<file path="config.mk">
export PLATFORM = sky130hd
export DESIGN_NAME = fetch_unit
export DESIGN_NICKNAME = d
export VERILOG_FILES = /design/src/rtl/fetch_unit.sv
export SDC_FILE = /design/constraint.sdc
export NUM_CORES = 1
export LEC_CHECK = 0
export BUFFER_PORTS_ARGS = -buffer_cell sky130_fd_sc_hd__buf_2
export CORE_ASPECT_RATIO = 1.25
export CORE_MARGIN = 8
export CORE_UTILIZATION = 57
export DETAILED_ROUTE_END_ITERATION = 6
export PLACE_DENSITY = 0.92
export SLEW_MARGIN = 40
export SYNTH_ARGS = -nofsm -noshare
export SYNTH_HDL_FRONTEND = slang
export SYNTH_SLANG_ARGS = --single-unit
</file>
<file path="constraint.sdc">
create_clock -name clk -period 5.2 [get_ports clk]
set_clock_uncertainty 0.2 [all_clocks]
set_input_delay 0.26 -clock clk [delete_from_list [all_inputs] [get_ports clk]]
set_output_delay 0.26 -clock clk [all_outputs]
set_load 0.02 [all_outputs]
</file>
<file path="src/rtl/fetch_unit.sv">
// Instruction-fetch stage: owns the PC, fetches words over a req/ack handshake,
// holds each instruction for the decoder and resolves the next PC on instr_done.
`ifndef WORD_SIZE
`define WORD_SIZE 32
`endif
`ifndef PCSEL_PCPLUSFOUR
`define PCSEL_PCPLUSFOUR 2'b00
`endif
`ifndef PCSEL_PCOFFSET
`define PCSEL_PCOFFSET 2'b01
`endif
`ifndef PCSEL_REGOFFSET
`define PCSEL_REGOFFSET 2'b10
`endif

module fetch_unit #(
    parameter int                   WORD_SIZE = `WORD_SIZE,
    parameter logic [WORD_SIZE-1:0] RESET_PC  = '0,
    parameter int                   TIMEOUT   = 16
) (
    input  logic                 clk,
    input  logic                 reset,
    output logic [WORD_SIZE-1:0] imem_addr,
    output logic                 imem_req,
    input  logic                 imem_ack,
    input  logic [WORD_SIZE-1:0] imem_rdata,
    output logic [WORD_SIZE-1:0] instr,
    output logic                 instr_valid,
    output logic [WORD_SIZE-1:0] pc_out,
    output logic [WORD_SIZE-1:0] pc_plus4,
    input  logic                 instr_done,
    input  logic [1:0]           pc_mux,
    input  logic                 branch_taken,
    input  logic [WORD_SIZE-1:0] imm,
    input  logic [WORD_SIZE-1:0] reg_base,
    output logic                 fetch_err
);

    localparam int CNT_W = (TIMEOUT > 1) ? $clog2(TIMEOUT) : 1;

    typedef enum logic [1:0] {
        S_IDLE,
        S_FETCH,
        S_HOLD,
        S_ERR
    } state_t;

    state_t               state;
    state_t               state_n;
    logic [WORD_SIZE-1:0] pc;
    logic [WORD_SIZE-1:0] next_pc;
    logic [WORD_SIZE-1:0] seq_pc;
    logic [WORD_SIZE-1:0] imm_words;
    logic [CNT_W-1:0]     count;
    logic                 sel_legal;
    logic                 redirect_ok;
    logic                 load_pc;
    logic                 load_instr;

    assign seq_pc    = pc + WORD_SIZE'(4);
    assign imm_words = imm << 2;
    assign imem_addr = pc;
    assign pc_out    = pc;
    assign pc_plus4  = seq_pc;

    // Next-PC resolution; an unknown select or a non-word target is an illegal redirect.
    // NOTE: every always_comb output gets a default first so no path can infer a latch.
    always_comb begin
        next_pc   = seq_pc;
        sel_legal = 1'b1;
        case (pc_mux)
            `PCSEL_PCPLUSFOUR: next_pc = seq_pc;
            `PCSEL_PCOFFSET:   next_pc = branch_taken ? (seq_pc + imm_words) : seq_pc;
            `PCSEL_REGOFFSET:  next_pc = reg_base + imm_words;
            default:           sel_legal = 1'b0;
        endcase
        redirect_ok = sel_legal && (next_pc[1:0] == 2'b00);
    end

    always_comb begin
        state_n     = state;
        imem_req    = 1'b0;
        instr_valid = 1'b0;
        fetch_err   = 1'b0;
        load_pc     = 1'b0;
        load_instr  = 1'b0;
        unique case (state)
            S_IDLE: begin
                state_n = S_FETCH;
            end
            S_FETCH: begin
                imem_req = 1'b1;
                // An ack on the last allowed cycle still wins over the timeout.
                if (imem_ack) begin
                    load_instr = 1'b1;
                    state_n    = S_HOLD;
                end else if (count == CNT_W'(TIMEOUT - 1)) begin
                    state_n = S_ERR;
                end
            end
            S_HOLD: begin
                instr_valid = 1'b1;
                if (instr_done) begin
                    if (redirect_ok) begin
                        load_pc = 1'b1;
                        state_n = S_FETCH;
                    end else begin
                        state_n = S_ERR;
                    end
                end
            end
            S_ERR: begin
                fetch_err = 1'b1;
            end
            default: begin
                state_n = S_ERR;
            end
        endcase
    end

    // NOTE: sequential state uses non-blocking assignments so every register samples pre-edge values.
    always_ff @(posedge clk) begin
        if (reset) begin
            state <= S_IDLE;
            pc    <= RESET_PC;
            instr <= '0;
            count <= '0;
        end else begin
            state <= state_n;
            if (load_pc) begin
                pc <= next_pc;
            end
            if (load_instr) begin
                instr <= imem_rdata;
            end
            if (state == S_FETCH && !imem_ack) begin
                count <= count + CNT_W'(1);
            end else begin
                count <= '0;
            end
        end
    end

endmodule
</file>
==> insert_results.sql <==
INSERT INTO impl_metrics (metric_group, metric, value, unit) VALUES
('yosys', 'mean_instance_size_in_the_synthesized_netlist', '7.363', 'um^2'),
('timing', 'worst-slew-pin-transition', '0.7697', 'ns'),
('setup_path', 'path_max_fanout', '8', ''),
('placement', 'placement.io_buffers', '231', ''),
('timing', 'relSlewSlack', '0.4824', ''),
('final_layout', 'syn2layout_area_growth', '22.40', '%'),
('setup_path', 'critPathArrivalTime', '4.31', 'ns'),
('floorplanning', 'design.portCount', '234', ''),
('yosys', 'synth_most_common_cell', 'nand2_1', ''),
('run_status', 'run_status', 'finished, final reports clean', ''),
('routing', 'routed_via_density', '6.263', ''),
('cts', 'cts_tree', 'done', ''),
('setup_path', 'critPathLaunch', 'imem_addr[2]', ''),
('yosys', 'synth_enable_flop_cells', '0', ''),
('routing', 'final_antenna_net_count', '0', ''),
('floorplanning', 'die_width', '116.8', 'um'),
('floorplanning', 'rows', '46', ''),
('placement', 'gp_congestion', '0.9690', ''),
('pwr', 'vdd_ir_drop_max', '0.0002020', 'V'),
('floorplanning', 'floorplan.die.height', '142.0', 'um'),
('cts', 'cts_buffer_depth', '2', ''),
('routing', 'routed_wire_length_per_instance', '19.64', 'um'),
('cts', 'root_buffer', 'clkbuf_16', ''),
('routing', 'drt_drc_violations_left', '0', ''),
('yosys', 'synth_common_cells', '136 x nand2_1, 111 x a21oi_1, 72 x ha_1', ''),
('setup_path', 'worstPathRequired', '5.26', 'ns'),
('timing', 'max_transition_viols_final', '0', ''),
('setup_path', 'setup.worst_path.end_class', 'flop', ''),
('final_layout', 'final_net_count', '1366', ''),
('yosys', 'synth_top_flop_cell', 'dfxtp_1', ''),
('global_route', 'grt_pass1_vias', '8194', ''),
('routing', 'routed_vias', '8537', ''),
('yosys', 'cell_area_after_technology_mapping', '7238', 'um^2'),
('hold_path', 'hold_path_class', 'input port to flop', ''),
('global_route', 'grt_antenna_before_repair', '1', ''),
('cts', 'cts.reportedPaths.clkPinSlew', '0.06', 'ns'),
('yosys', 'synth_cell_types', '74', ''),
('cts', 'tritoncts_num_sinks', '70', ''),
('placement', 'final_hpwl_from_detailed_placement', '19710', 'um'),
('routing', 'initial_drt_markers', '732', ''),
('yosys', 'post_synth_inst_count', '983', ''),
('hold_path', 'hold-path-endpoint', 'instr[27]', ''),
('timing', 'final_critical_path_setup_slack', '0.9559', 'ns'),
('timing', 'rsz0062_at_grt', 'no', ''),
('floorplanning', 'placeableCoreArea', '12550', 'um^2'),
('setup_path', 'timing.critical_path.from_type', 'flop', ''),
('timing', 'final_period_minus_worst_setup_slack', '4.244', 'ns'),
('setup_path', 'reg2reg_slack', '0.96', 'ns'),
('setup_path', 'regToRegStartpoint', 'imem_addr[2]', ''),
('floorplanning', 'fp.dieArea', '16580', 'um^2'),
('yosys', 'synthArstFlopShare', '0', ''),
('hold_path', 'holdPathStages', '3', ''),
('placement', 'pre_cts_slack', '1.121', 'ns'),
('cts', 'htree_num_levels', '3', ''),
('yosys', 'yosys.area.top_type_share', '0.1936', ''),
('setup_path', 'path_class', 'flop to flop', ''),
('setup_path', 'ff2ff_path_depth', '14', ''),
('flow_run', 'cap_violations', '0', ''),
('setup_path', 'rr_endpoint', 'imem_addr[25]', ''),
('timing', 'finalSetupViolations', '0', ''),
('cts', 'tritoncts.num_buffers', '9', ''),
('floorplanning', 'floorplan.initialDensity', '0.5769', ''),
('cts', 'number_of_cells_upsized_or_downsized_after_cts', '0', ''),
('yosys', 'netlist_top_cells_area', 'dfxtp_1 19%, ha_1 12%, a21oi_1 7.7%, nand2_1 7.1%, xnor2_1 5.7%', ''),
('global_route', 'globalRouteTotalUtil', '0.3088', ''),
('hold_path', 'hold_start', 'imem_rdata[27]', ''),
('global_route', 'overflow', '0', ''),
('global_route', 'grt_max_degree', '56', ''),
('timing', 'finalSetupTns', '0', 'ns'),
('cts', 'clock_latency', '0.33', 'ns'),
('yosys', 'synth_sequential_area_ratio', '0.1936', ''),
('pwr', 'power-per-cell-area', '241.2', 'nW/um^2'),
('final_layout', 'drive_above_1_share', '0.2345', ''),
('timing', 'finalCritPeriodShare', '0.8162', ''),
('pwr', 'power.static_leakage', '4.336', 'nW'),
('yosys', 'synthesis.yosys.warnings', '0', ''),
('yosys', 'yosysTopAreaCell', 'dfxtp_1', ''),
('timing', 'fmax', '235.6', 'MHz'),
('routing', 'drt-pass1-iter-count', '7', ''),
('yosys', 'synthesis.nets', '1160', ''),
('timing', 'hold_violations', '0', ''),
('yosys', 'ys_ff_latch', '70', ''),
('routing', 'wirelength', '26780', 'um'),
('global_route', 'global_route_wire_length_before_repair', '40690', 'um');
repair_timing:
action | in CTS | in global routing
buffers inserted | 0 | 0
hold buffers | 31 | 0
endpoints found under the hold margin | 31 | 0
power by group:
part / switching (mW) / internal [mW] / total (mW)
clock network: 0.270 / 0.335 / 0.605
logic: 0.566 / 0.320 / 0.886
registers: 0.0527 / 0.592 / 0.645
total: 0.889 / 1.25 / 2.14
cell type report:
cell class | instances | area (um^2)
clock inverters | 7 | 63.81
flip-flops and latches | 70 | 1401
repair buffers | 271 | 1534
fillers | 1036 | 3687
diodes | 1 | 2.502
well taps | 168 | 210.2
inverters | 33 | 123.9
clock buffers | 9 | 225.2
multi-input cells | 804 | 5299
state kept, by name, summed over array words and instances, names as in the netlist:
name	count
imem_addr	32
instr	32
count	4
state	2
critical path, cell delays in order (launching register included):
cell and delay, ns:
dfxtp_1 0.46, ha_1 0.29, nand2_1 0.24, inv_1 0.18, nand3_1 0.11, xnor2_1 0.32, ha_1 0.35, nand3_1 0.14
and3b_1 0.21, o41ai_1 0.67, o21bai_1 0.26, nand4_1 0.20, mux2i_1 0.23, o21ai_0 0.11, a31oi_1 0.19
metal layers:
layer	share of wire	routed length, um	vias to the layer above	global-route usage
li1	-	-	3968	-
met1	0.36	9532	3915	0.3321
met2	0.48	12960	517	0.5323
met3	0.093	2489	137	0.06115
met4	0.067	1789	0	0.2054
met5	0	0	-	0
cells by family after synthesis:
kind of cell / Yosys count / share of synthesized area
fa+ha+maj: 74 / 0.1300
compound gates: 327 / 0.2890
mux: 6 / 0.008298
simple gates: 327 / 0.2171
flops: 70 / 0.1936
xor+xnor: 70 / 0.08678
buf+inv: 109 / 0.07519
worst max-delay path by stage:
stage	slack (ns)	depth (start not counted)	to
after floorplan	1.15	17	imem_addr[31]
after global placement	1.18	15	imem_addr[31]
after detailed placement	1.12	15	imem_addr[31]
after CTS	1.06	14	imem_addr[25]
after global routing	0.77	14	imem_addr[25]
final	0.96	14	imem_addr[25]
metrics by stage:
| step | instances | instance area [um^2] | hold WS (ns) | utilization | total power [mW] |
|---|---|---|---|---|---|
| 5_1_grt | 1363 | 8860 | 0.03461 | 0.7061 | 2.237 |
| 2_1_floorplan | 983 | 7238 | 0.1960 | - | 1.240 |
| 6_report | 1363 | 8860 | 0.03072 | 0.7061 | 2.137 |
| 3_5_place_dp | 1315 | 8258 | 0.2364 | 0.6582 | 1.488 |
| 3_3_place_gp | 1315 | 8252 | 0.2330 | 0.6577 | 1.468 |
| 4_1_cts | 1362 | 8857 | 0.02153 | 0.7059 | 2.102 |
placed cells by master (no fill, tap or decap), types with 17 or more instances in the layout:
cell           count
buf_2            231
nand2_1          135
a21oi_1          111
ha_1              72
dfxtp_1           70
nor2_1            60
o21ai_0           58
xnor2_1           47
inv_1             32
nand3_1           32
dlygate4sd3_1     31
a21o_1            29
xor2_1            21
nor3_1            18
nand4_1           17
a211oi_1          17
No activity file was read; power rests on OpenSTA's default activity.
